--- src/rtl/pulse_cond_pkg.sv ---
// Shared types for the pulse conditioner: per-channel mode encoding.
package pulse_cond_pkg;

    localparam int PC_MODE_W = 2;

    typedef enum logic [PC_MODE_W-1:0] {
        PC_EDGE    = 2'd0,
        PC_TOGGLE  = 2'd1,
        PC_HOLDOFF = 2'd2,
        PC_STRETCH = 2'd3
    } pc_mode_e;

endpackage

--- src/rtl/pulse_conditioner_if.sv ---
// Control/status bundle of the pulse conditioner. Master drives controls and
// raw pulses; slave (the conditioner) returns conditioned pulses and drop counts.
interface pulse_conditioner_if #(
    parameter int N_CH   = 4,
    parameter int DROP_W = 8
);
    logic                     en;
    logic [2*N_CH-1:0]        mode;
    logic [N_CH-1:0]          pulse_in;
    logic                     drop_clr;
    logic [N_CH-1:0]          pulse_out;
    logic [N_CH*DROP_W-1:0]   drop_cnt;

    modport master (
        output en, mode, pulse_in, drop_clr,
        input  pulse_out, drop_cnt
    );

    modport slave (
        input  en, mode, pulse_in, drop_clr,
        output pulse_out, drop_cnt
    );
endinterface

--- src/rtl/pulse_cond_ch.sv ---
// One conditioning channel: edge detect, mode-specific output shaping and a
// saturating count of edges suppressed while in holdoff.
module pulse_cond_ch
    import pulse_cond_pkg::*;
#(
    parameter int CNT_W       = 8,
    parameter int HOLDOFF_CYC = 16,
    parameter int STRETCH_CYC = 4,
    parameter int DROP_W      = 8
) (
    input  logic              clk,
    input  logic              reset,
    input  logic              en,
    input  pc_mode_e          mode,
    input  logic              pulse_in,
    input  logic              drop_clr,
    output logic              pulse_out,
    output logic [DROP_W-1:0] drop_cnt
);

    localparam logic [CNT_W-1:0]  HOLD_LD  = CNT_W'(HOLDOFF_CYC);
    localparam logic [CNT_W-1:0]  STR_LD   = CNT_W'(STRETCH_CYC - 1);
    localparam logic [DROP_W-1:0] DROP_MAX = {DROP_W{1'b1}};

    logic             prev;
    logic             tog;
    logic [CNT_W-1:0] cnt;
    pc_mode_e         mode_q;

    logic rise;
    logic mode_chg;
    logic cnt_zero;
    logic drop_evt;

    assign rise     = pulse_in & ~prev;
    assign mode_chg = (mode != mode_q);
    assign cnt_zero = (cnt == '0);
    assign drop_evt = en && !mode_chg && (mode_q == PC_HOLDOFF) && rise && !cnt_zero;

    always_ff @(posedge clk or posedge reset) begin
        if (reset) begin
            prev      <= 1'b0;
            tog       <= 1'b0;
            cnt       <= '0;
            mode_q    <= PC_EDGE;
            pulse_out <= 1'b0;
            drop_cnt  <= '0;
        end else begin
            // prev keeps tracking while disabled so a held input gives no pulse on re-enable
            prev   <= pulse_in;
            mode_q <= mode;

            if (drop_clr)
                drop_cnt <= '0;
            else if (drop_evt && drop_cnt != DROP_MAX)
                drop_cnt <= drop_cnt + DROP_W'(1);

            if (!en || mode_chg) begin
                pulse_out <= 1'b0;
                cnt       <= '0;
                tog       <= 1'b0;
            end else begin
                case (mode_q)
                    PC_EDGE: begin
                        pulse_out <= rise;
                    end
                    PC_TOGGLE: begin
                        pulse_out <= pulse_in & ~tog;
                        if (pulse_in)
                            tog <= ~tog;
                    end
                    PC_HOLDOFF: begin
                        if (rise && cnt_zero) begin
                            pulse_out <= 1'b1;
                            cnt       <= HOLD_LD;
                        end else begin
                            pulse_out <= 1'b0;
                            if (!cnt_zero)
                                cnt <= cnt - CNT_W'(1);
                        end
                    end
                    PC_STRETCH: begin
                        // a new edge retriggers the full stretch window
                        if (rise) begin
                            pulse_out <= 1'b1;
                            cnt       <= STR_LD;
                        end else if (!cnt_zero) begin
                            pulse_out <= 1'b1;
                            cnt       <= cnt - CNT_W'(1);
                        end else begin
                            pulse_out <= 1'b0;
                        end
                    end
                    default: pulse_out <= 1'b0;
                endcase
            end
        end
    end

endmodule

--- src/rtl/pulse_conditioner.sv ---
// Multi-channel pulse conditioner: N_CH independent channels sharing only
// clock, reset, enable and the drop-counter clear.
module pulse_conditioner
    import pulse_cond_pkg::*;
#(
    parameter int N_CH        = 4,
    parameter int CNT_W       = 8,
    parameter int HOLDOFF_CYC = 16,
    parameter int STRETCH_CYC = 4,
    parameter int DROP_W      = 8
) (
    input logic                 clk,
    input logic                 reset,
    pulse_conditioner_if.slave  bus
);

    if (HOLDOFF_CYC < 1 || HOLDOFF_CYC > (2**CNT_W) - 1) begin : g_bad_holdoff
        $error("HOLDOFF_CYC must lie in 1..2^CNT_W-1");
    end
    if (STRETCH_CYC < 1 || STRETCH_CYC > (2**CNT_W) - 1) begin : g_bad_stretch
        $error("STRETCH_CYC must lie in 1..2^CNT_W-1");
    end

    for (genvar gi = 0; gi < N_CH; gi++) begin : g_ch
        pulse_cond_ch #(
            .CNT_W       (CNT_W),
            .HOLDOFF_CYC (HOLDOFF_CYC),
            .STRETCH_CYC (STRETCH_CYC),
            .DROP_W      (DROP_W)
        ) u_ch (
            .clk       (clk),
            .reset     (reset),
            .en        (bus.en),
            .mode      (pc_mode_e'(bus.mode[PC_MODE_W*gi +: PC_MODE_W])),
            .pulse_in  (bus.pulse_in[gi]),
            .drop_clr  (bus.drop_clr),
            .pulse_out (bus.pulse_out[gi]),
            .drop_cnt  (bus.drop_cnt[DROP_W*gi +: DROP_W])
        );
    end

endmodule

--- src/flat_wrapper.sv ---
// flat-port wrapper written by rule: the top's interface ports become plain ports
module pulse_conditioner_flat import pulse_cond_pkg::*;
#(
    parameter int N_CH        = 4,
    parameter int CNT_W       = 8,
    parameter int HOLDOFF_CYC = 16,
    parameter int STRETCH_CYC = 4,
    parameter int DROP_W      = 8
)
  (clk, reset, bus_en, bus_mode, bus_pulse_in, bus_drop_clr, bus_pulse_out, bus_drop_cnt);
  pulse_conditioner_if #(.N_CH(N_CH), .DROP_W(DROP_W)) bus_i ();
  input logic clk;
  input logic reset;
  input wire logic [$bits(bus_i.en)-1:0] bus_en;
  input wire logic [$bits(bus_i.mode)-1:0] bus_mode;
  input wire logic [$bits(bus_i.pulse_in)-1:0] bus_pulse_in;
  input wire logic [$bits(bus_i.drop_clr)-1:0] bus_drop_clr;
  output wire logic [$bits(bus_i.pulse_out)-1:0] bus_pulse_out;
  output wire logic [$bits(bus_i.drop_cnt)-1:0] bus_drop_cnt;
  assign bus_i.en = bus_en;
  assign bus_i.mode = bus_mode;
  assign bus_i.pulse_in = bus_pulse_in;
  assign bus_i.drop_clr = bus_drop_clr;
  assign bus_pulse_out = bus_i.pulse_out;
  assign bus_drop_cnt = bus_i.drop_cnt;
  pulse_conditioner #(.N_CH(N_CH), .CNT_W(CNT_W), .HOLDOFF_CYC(HOLDOFF_CYC), .STRETCH_CYC(STRETCH_CYC), .DROP_W(DROP_W)) u_core (.clk(clk), .reset(reset), .bus(bus_i));
endmodule
--- config.mk ---
export PLATFORM = sky130hd
export DESIGN_NAME = pulse_conditioner_flat
export DESIGN_NICKNAME = d
export VERILOG_FILES = /design/src/rtl/pulse_cond_pkg.sv /design/src/rtl/pulse_conditioner_if.sv /design/src/rtl/pulse_cond_ch.sv /design/src/rtl/pulse_conditioner.sv /design/src/flat_wrapper.sv
export SDC_FILE = /design/constraint.sdc
export NUM_CORES = 1
export LEC_CHECK = 0
export CAP_MARGIN = 5
export CORE_UTILIZATION = 50
export DETAILED_ROUTE_END_ITERATION = 10
export GPL_TIMING_DRIVEN = 0
export PLACE_DENSITY = 0.72
export SLEW_MARGIN = 25
export SYNTH_ARGS = -nofsm -noshare
export SYNTH_HDL_FRONTEND = slang
export SYNTH_SLANG_ARGS = --single-unit
export TNS_END_PERCENT = 10
--- constraint.sdc ---
create_clock -name clk -period 3 [get_ports clk]
set_input_delay 0.6 -clock clk [delete_from_list [all_inputs] [get_ports clk]]
set_output_delay 0.6 -clock clk [all_outputs]
set_load 0.005 [all_outputs]
==> summary.txt <==
post-route ant nets - 0
RSZ-0062 raised after global routing - no
Vias - 3930
antenna violations before repair - 0
hold crit path type - reg -> reg
Critical Path Sink Type - flip-flop
register bit total from synthesis - 84
Hold Crit Start - u_core.g_ch[0].u_ch.cnt[3]$_DFFE_PP0P_
hpwl dp - 7.23 mm
Final Wtd Congestion - 0.931
post-cts resize count - 0
Final min period - 2.49 ns
vias in the first global route - 3722
CP Launch Type - primary input
Cell Pwr Density - 460 nW/um2
Die ar. - 9600 um2
Leakage - 0.00237 uW
Placed Cells - 658
setup ws final - 0.510 ns
CTS Hold Bufs - 0
core box area - 8810 um2
Final nets - 589
hold-critical path depth - 1
boundary pin count - 52
crit path DAT - 2.76 ns
pre-CTS worst setup slack - 0.138 ns
First DRT Iteration DRCs - 211
final setup vio count - 0
drt pass-1 iters - 7
drt drc - 3
final core utilization - 0.621
FF-to-FF Start - u_core.g_ch[3].u_ch.cnt[0]$_DFFE_PP0P_
# clock sinks - 84
commonest non-fill, non-tap cell in the layout - dfrtp_1
Port Buffer Count - 50
DRT Wirelength - 9.90 mm
Peak Freq - 402 MHz
R2R cell count - 8
Via density - 5.83
Slew Limit Headroom - 0.613
Worst IR Drop VDD - 0.000239 V
max_cap viols - 0
final hold vios - 0
layout cell share with drive strength beyond 1 - 0.0636
Synth cell types - 55
area added between synthesis and finish - 18.9%
Slew Limit Fails - 0
WHS - 0.533 ns
Wirelength per Cell - 14.7 um
fin crit share - 0.830
worst setup path start - bus_pulse_in[3]
clock buffer depth - 2
CTS root buf - clkbuf_8
syn_nets - 527
outcome - finished with violations
worst hold endpoint - u_core.g_ch[0].u_ch.cnt[3]$_DFFE_PP0P_
register area share after synthesis - 0.457
die width - 98.0 um
Worst-Margin Slew - 0.580 ns
largest net degree at the start of global routing - 54
clk_lat worst skew - 0.35 ns
Top FF cell, synth - dfrtp_1
clock slew seen by the registers of the worst setup and hold paths - 0.08 ns
Chip Height - 98.0 um
CTS Buf Count - 9
ys async rst share - 1.00
Max Fanout on Critical Path - 8
Post-Syn Area - 4600 um2
first-pass GRT wire length - 16.9 mm
failing checks - DRC
floorplan row count - 34
worst path required time - 3.27 ns
Final Skew - 0.00947 ns
final non-filler cell total - 674
WS Path Type - in -> reg
number of buffers added for setup after CTS - 0
most frequent cells in the layout - dfrtp_1 (84), nor2_1 (66), clkdlybuf4s50_1 (50)
synthesized area per cell - 9.23 um2
Setup TNS - 0 ns
yosys warns - 0
Post-synth EDFFs - 0
Initial Util - 0.523
CTS tree - built
GRT Residual Overflow - 0
Reg2Reg Setup Slack - 0.57 ns
Syn Inst Count - 499
Reg-to-Reg End - u_core.g_ch[3].u_ch.drop_cnt[5]$_DFFE_PP0P_
GRT Util Overall - 0.219
Ant. Diodes - 0
CTS HTree Levels - 3
-- worst max path at each step --
| stage | to | slack, ns |
|---|---|---|
| after CTS | u_core.g_ch[0].u_ch.drop_cnt[1]$_DFFE_PP0P_ | 0.51 |
| after floorplan | u_core.g_ch[0].u_ch.cnt[0]$_DFFE_PP0P_ | 0.23 |
| after global routing | u_core.g_ch[0].u_ch.drop_cnt[1]$_DFFE_PP0P_ | 0.36 |
| after detailed placement | u_core.g_ch[0].u_ch.drop_cnt[1]$_DFFE_PP0P_ | 0.14 |
| after global placement | u_core.g_ch[2].u_ch.cnt[6]$_DFFE_PP0P_ | -1.09 |
| final | u_core.g_ch[3].u_ch.drop_cnt[5]$_DFFE_PP0P_ | 0.51 |
-- through the flow --
step,area (um2),total power [uW]
after detailed placement,5270,1710
after global placement,5240,1690
after CTS,5470,2540
final,5470,2520
after global routing,5470,2650
after floorplan,4600,1580
-- area by class of cell --
cell class | count | area, um2
Clock inverter | 4 | 47.5
Fill cell | 747 | 3330
Buffer | 19 | 88.8
Timing Repair Buffer | 51 | 528
Sequential cell | 84 | 2100
Inverter | 25 | 96.3
Tap cell | 108 | 135
Clock buffer | 12 | 155
Multi-Input combinational cell | 371 | 2320
-- routing by layer --
layer	track usage	share of wire	wire length [um]
met5	0	0	0
met1	0.288	0.47	4620
met4	0.0979	0.020	196
met2	0.355	0.47	4630
met3	0.0372	0.046	454
-- state kept, by name, indices dropped and copies added, names as in the netlist --
| register | count |
|---|---|
| u_core.g_ch.u_ch.drop_cnt | 32 |
| u_core.g_ch.u_ch.prev | 4 |
| u_core.g_ch.u_ch.tog | 4 |
| u_core.g_ch.u_ch.mode_q | 8 |
| u_core.g_ch.u_ch.pulse_out | 4 |
| u_core.g_ch.u_ch.cnt | 32 |
-- cell families after synthesis --
family,count (synthesis),share of synthesized area
and+or+nand+nor,227,0.260
AOI/OAI and AO/OA,85,0.116
DFF,84,0.457
buffers and inverters,44,0.0397
xor gates and xnor gates,42,0.0840
adders and majority gates,12,0.0326
muxes,5,0.0114
-- power by group --
part	switching [uW]	internal [uW]
Combinational	290	198
Clock	396	428
Sequential	37.7	1170
Total	723	1790
-- cells in the mapped netlist, drive strengths merged (14+ instances only) --
cell type	instances	area (um2)
nand2	32	120
a21oi	26	130
xor2	18	158
nor2	66	248
o21ai	23	115
dfrtp	84	2100
nand4	15	93.8
nor3	14	70.1
inv	25	93.8
xnor2	24	229
nand3	29	158
-- worst max-delay path, cell delays in order --
cell and delay (ns):
clkdlybuf4s50_1 0.51, and2b_1 0.25, o2111ai_1 0.23, or3_1 0.37, buf_2 0.17, or4_1 0.47, a21oi_1 0.16
Power figures use the tool's default switching activity.
==> variant, RTL diff (same settings) <==
`CNT_W` is set to 8 in 3 places; all go to 9.
--- a/src/rtl/pulse_cond_ch.sv
+++ b/src/rtl/pulse_cond_ch.sv
@@ -3,7 +3,7 @@
 module pulse_cond_ch
     import pulse_cond_pkg::*;
 #(
-    parameter int CNT_W       = 8,
+    parameter int CNT_W       = 9,
     parameter int HOLDOFF_CYC = 16,
     parameter int STRETCH_CYC = 4,
     parameter int DROP_W      = 8
--- a/src/rtl/pulse_conditioner.sv
+++ b/src/rtl/pulse_conditioner.sv
@@ -4,7 +4,7 @@
     import pulse_cond_pkg::*;
 #(
     parameter int N_CH        = 4,
-    parameter int CNT_W       = 8,
+    parameter int CNT_W       = 9,
     parameter int HOLDOFF_CYC = 16,
     parameter int STRETCH_CYC = 4,
     parameter int DROP_W      = 8
--- a/src/flat_wrapper.sv
+++ b/src/flat_wrapper.sv
@@ -2,7 +2,7 @@
 module pulse_conditioner_flat import pulse_cond_pkg::*;
 #(
     parameter int N_CH        = 4,
-    parameter int CNT_W       = 8,
+    parameter int CNT_W       = 9,
     parameter int HOLDOFF_CYC = 16,
     parameter int STRETCH_CYC = 4,
     parameter int DROP_W      = 8
Behaviour: no difference found for any inputs over 4 cycles, from zero or initial values and one cycle with reset high; that may be too few to reach the edited logic, so the function may still have changed.
==> variant against the unedited design <==
Count of clock-buffer cells in the layout is 3 lower; power is 14% higher; synthesized area is 3.4% higher; wire length is 7.7% higher; sequential power is 7% higher; cell area is 3.4% higher; sequential cell count is 4 higher; global-route usage is 1.2 points higher; setup slack worse by 59 ps; critical endpoint unchanged.
==> variant: results (changes against the unedited design) <==
FIRST_PASS_GRT_WIRE_LENGTH_MM=18.35  # was 16.91 mm
HOLD_PATH_STARTPOINT='u_core.g_ch[2].u_ch.cnt[6]$_DFFE_PP0P_'  # was u_core.g_ch[0].u_ch.cnt[3]$_DFFE_PP0P_
AREA.SHARE.SEQUENTIAL_PCT=38.91  # was 38.41%
CLK_LAT_WORST_SKEW_PS=370  # was 350 ps
VDD_IR_MAX_uV=229.1  # was 238.6 uV
STATUS='complete, no violations'  # was complete, but fails checks
FIN_HOLD_WS_PS=498.6  # was 532.8 ps
PROPORTION_OF_SYNTHESIZED_AREA_IN_MUX_CELLS_PCT=1.288  # was 1.141%
MIN_TO='u_core.g_ch[2].u_ch.cnt[6]$_DFFE_PP0P_'  # was u_core.g_ch[0].u_ch.cnt[3]$_DFFE_PP0P_
FINAL_DESIGN_AREA_NO_FILL_UM2=5659  # was 5473 um2
POWER.LEAKAGE_uW=0.002324  # was 0.002373 uW
LARGESTREGISTERS='u_core.g_ch.u_ch.cnt: 36 flops, u_core.g_ch.u_ch.drop_cnt: 32 flops, u_core.g_ch.u_ch.mode_q: 8 flops'  # was u_core.g_ch.u_ch.cnt: 32 flops, u_core.g_ch.u_ch.drop_cnt: 32 flops, u_core.g_ch.u_ch.mode_q: 8 flops
GLOBALPLACE.CONGESTION=0.8691  # was 0.9309
CRIT_ARRIVAL_PS=2840  # was 2760 ps
REGTOREGSETUPSLACK_PS=490  # was 570 ps
NUM-FILL-CELLS=781  # was 747
LAYOUTNONFILLERINSTCOUNT=699  # was 674
FIN_CRIT_SH_PCT=84.94  # was 82.99%
SYNTH.DISTINCT_CELLS=58  # was 55
NUM-MULTI-INPUT-GATES=380  # was 371
SETUP.WORST_PATH.START='bus_en'  # was bus_pulse_in[3]
SYN_AREA_PER_CELL_UM2=9.484  # was 9.227 um2
DRT_ITER0_MARKERS=109  # was 211
GLOBALROUTETOTALUTIL_PCT=23.06  # was 21.89%
PLACEMENT.IO_BUFFERS=51  # was 50
FIRST_GLOBAL_VIAS=3917  # was 3722
YOSYS.AREA_SHARE.ADDER_PCT=2.102  # was 3.261%
DP.FINAL_HPWL_MM=7.631  # was 7.226 mm
WIRE_PER_INST_UM=15.25  # was 14.68 um
NETLIST_TOP_CELLS_AREA='sky130_fd_sc_hd__dfrtp_1 46%, sky130_fd_sc_hd__xnor2_1 4.0%, sky130_fd_sc_hd__nor2_1 3.6%'  # was sky130_fd_sc_hd__dfrtp_1 46%, sky130_fd_sc_hd__nor2_1 5.4%, sky130_fd_sc_hd__xnor2_1 4.4%
LARGEST_STAGE_DELAY_ON_THE_CRITICAL_PATH_PS=630  # was 510 ps
POST-PLACE-WS_PS=77.16  # was 138.3 ps
SYNTHXORXNORAREAFRAC_PCT=6.439  # was 8.397%
CLOCK_TREE_AREA_FRACTION_PCT=3.427  # was 3.704%
CTS.SINKS=88  # was 84
YOSYSSEQAREASHARE_PCT=46.25  # was 45.65%
SYN-NUM-NETS=526  # was 527
LENGTH_OF_THE_FIRST_DETAILED_ROUTING_PASS_IN_ITERATIONS=4  # was 7
variant: cell types whose count changed after synthesis, moves of 6 or more:
cell / change
sky130_fd_sc_hd__o21ai_0: +7
sky130_fd_sc_hd__nand4_1: -6
sky130_fd_sc_hd__xor2_1: -10
sky130_fd_sc_hd__nand3_1: +6
sky130_fd_sc_hd__a31oi_1: +10
sky130_fd_sc_hd__a32o_1: +6
sky130_fd_sc_hd__inv_1: -10
sky130_fd_sc_hd__nor2_1: -20
variant: power breakdown:
group	total, uW	internal, uW	switching, uW	leakage, uW
logic	736	278	458	0.00103
clock network	838	387	452	0.0000998
registers	1300	1240	60.4	0.00120
variant: routing by layer:
metal  global-route usage, %  part of all wire (%)  vias to the layer above  wire, um
li1                        -                     -                     1987         -
met1                   30.93                    47                     2007      4990
met2                   38.25                    48                       92      5154
met3                   3.725                   3.5                       12       373
met4                   7.692                   1.3                        0       143
met5                       0                     0                        -         0
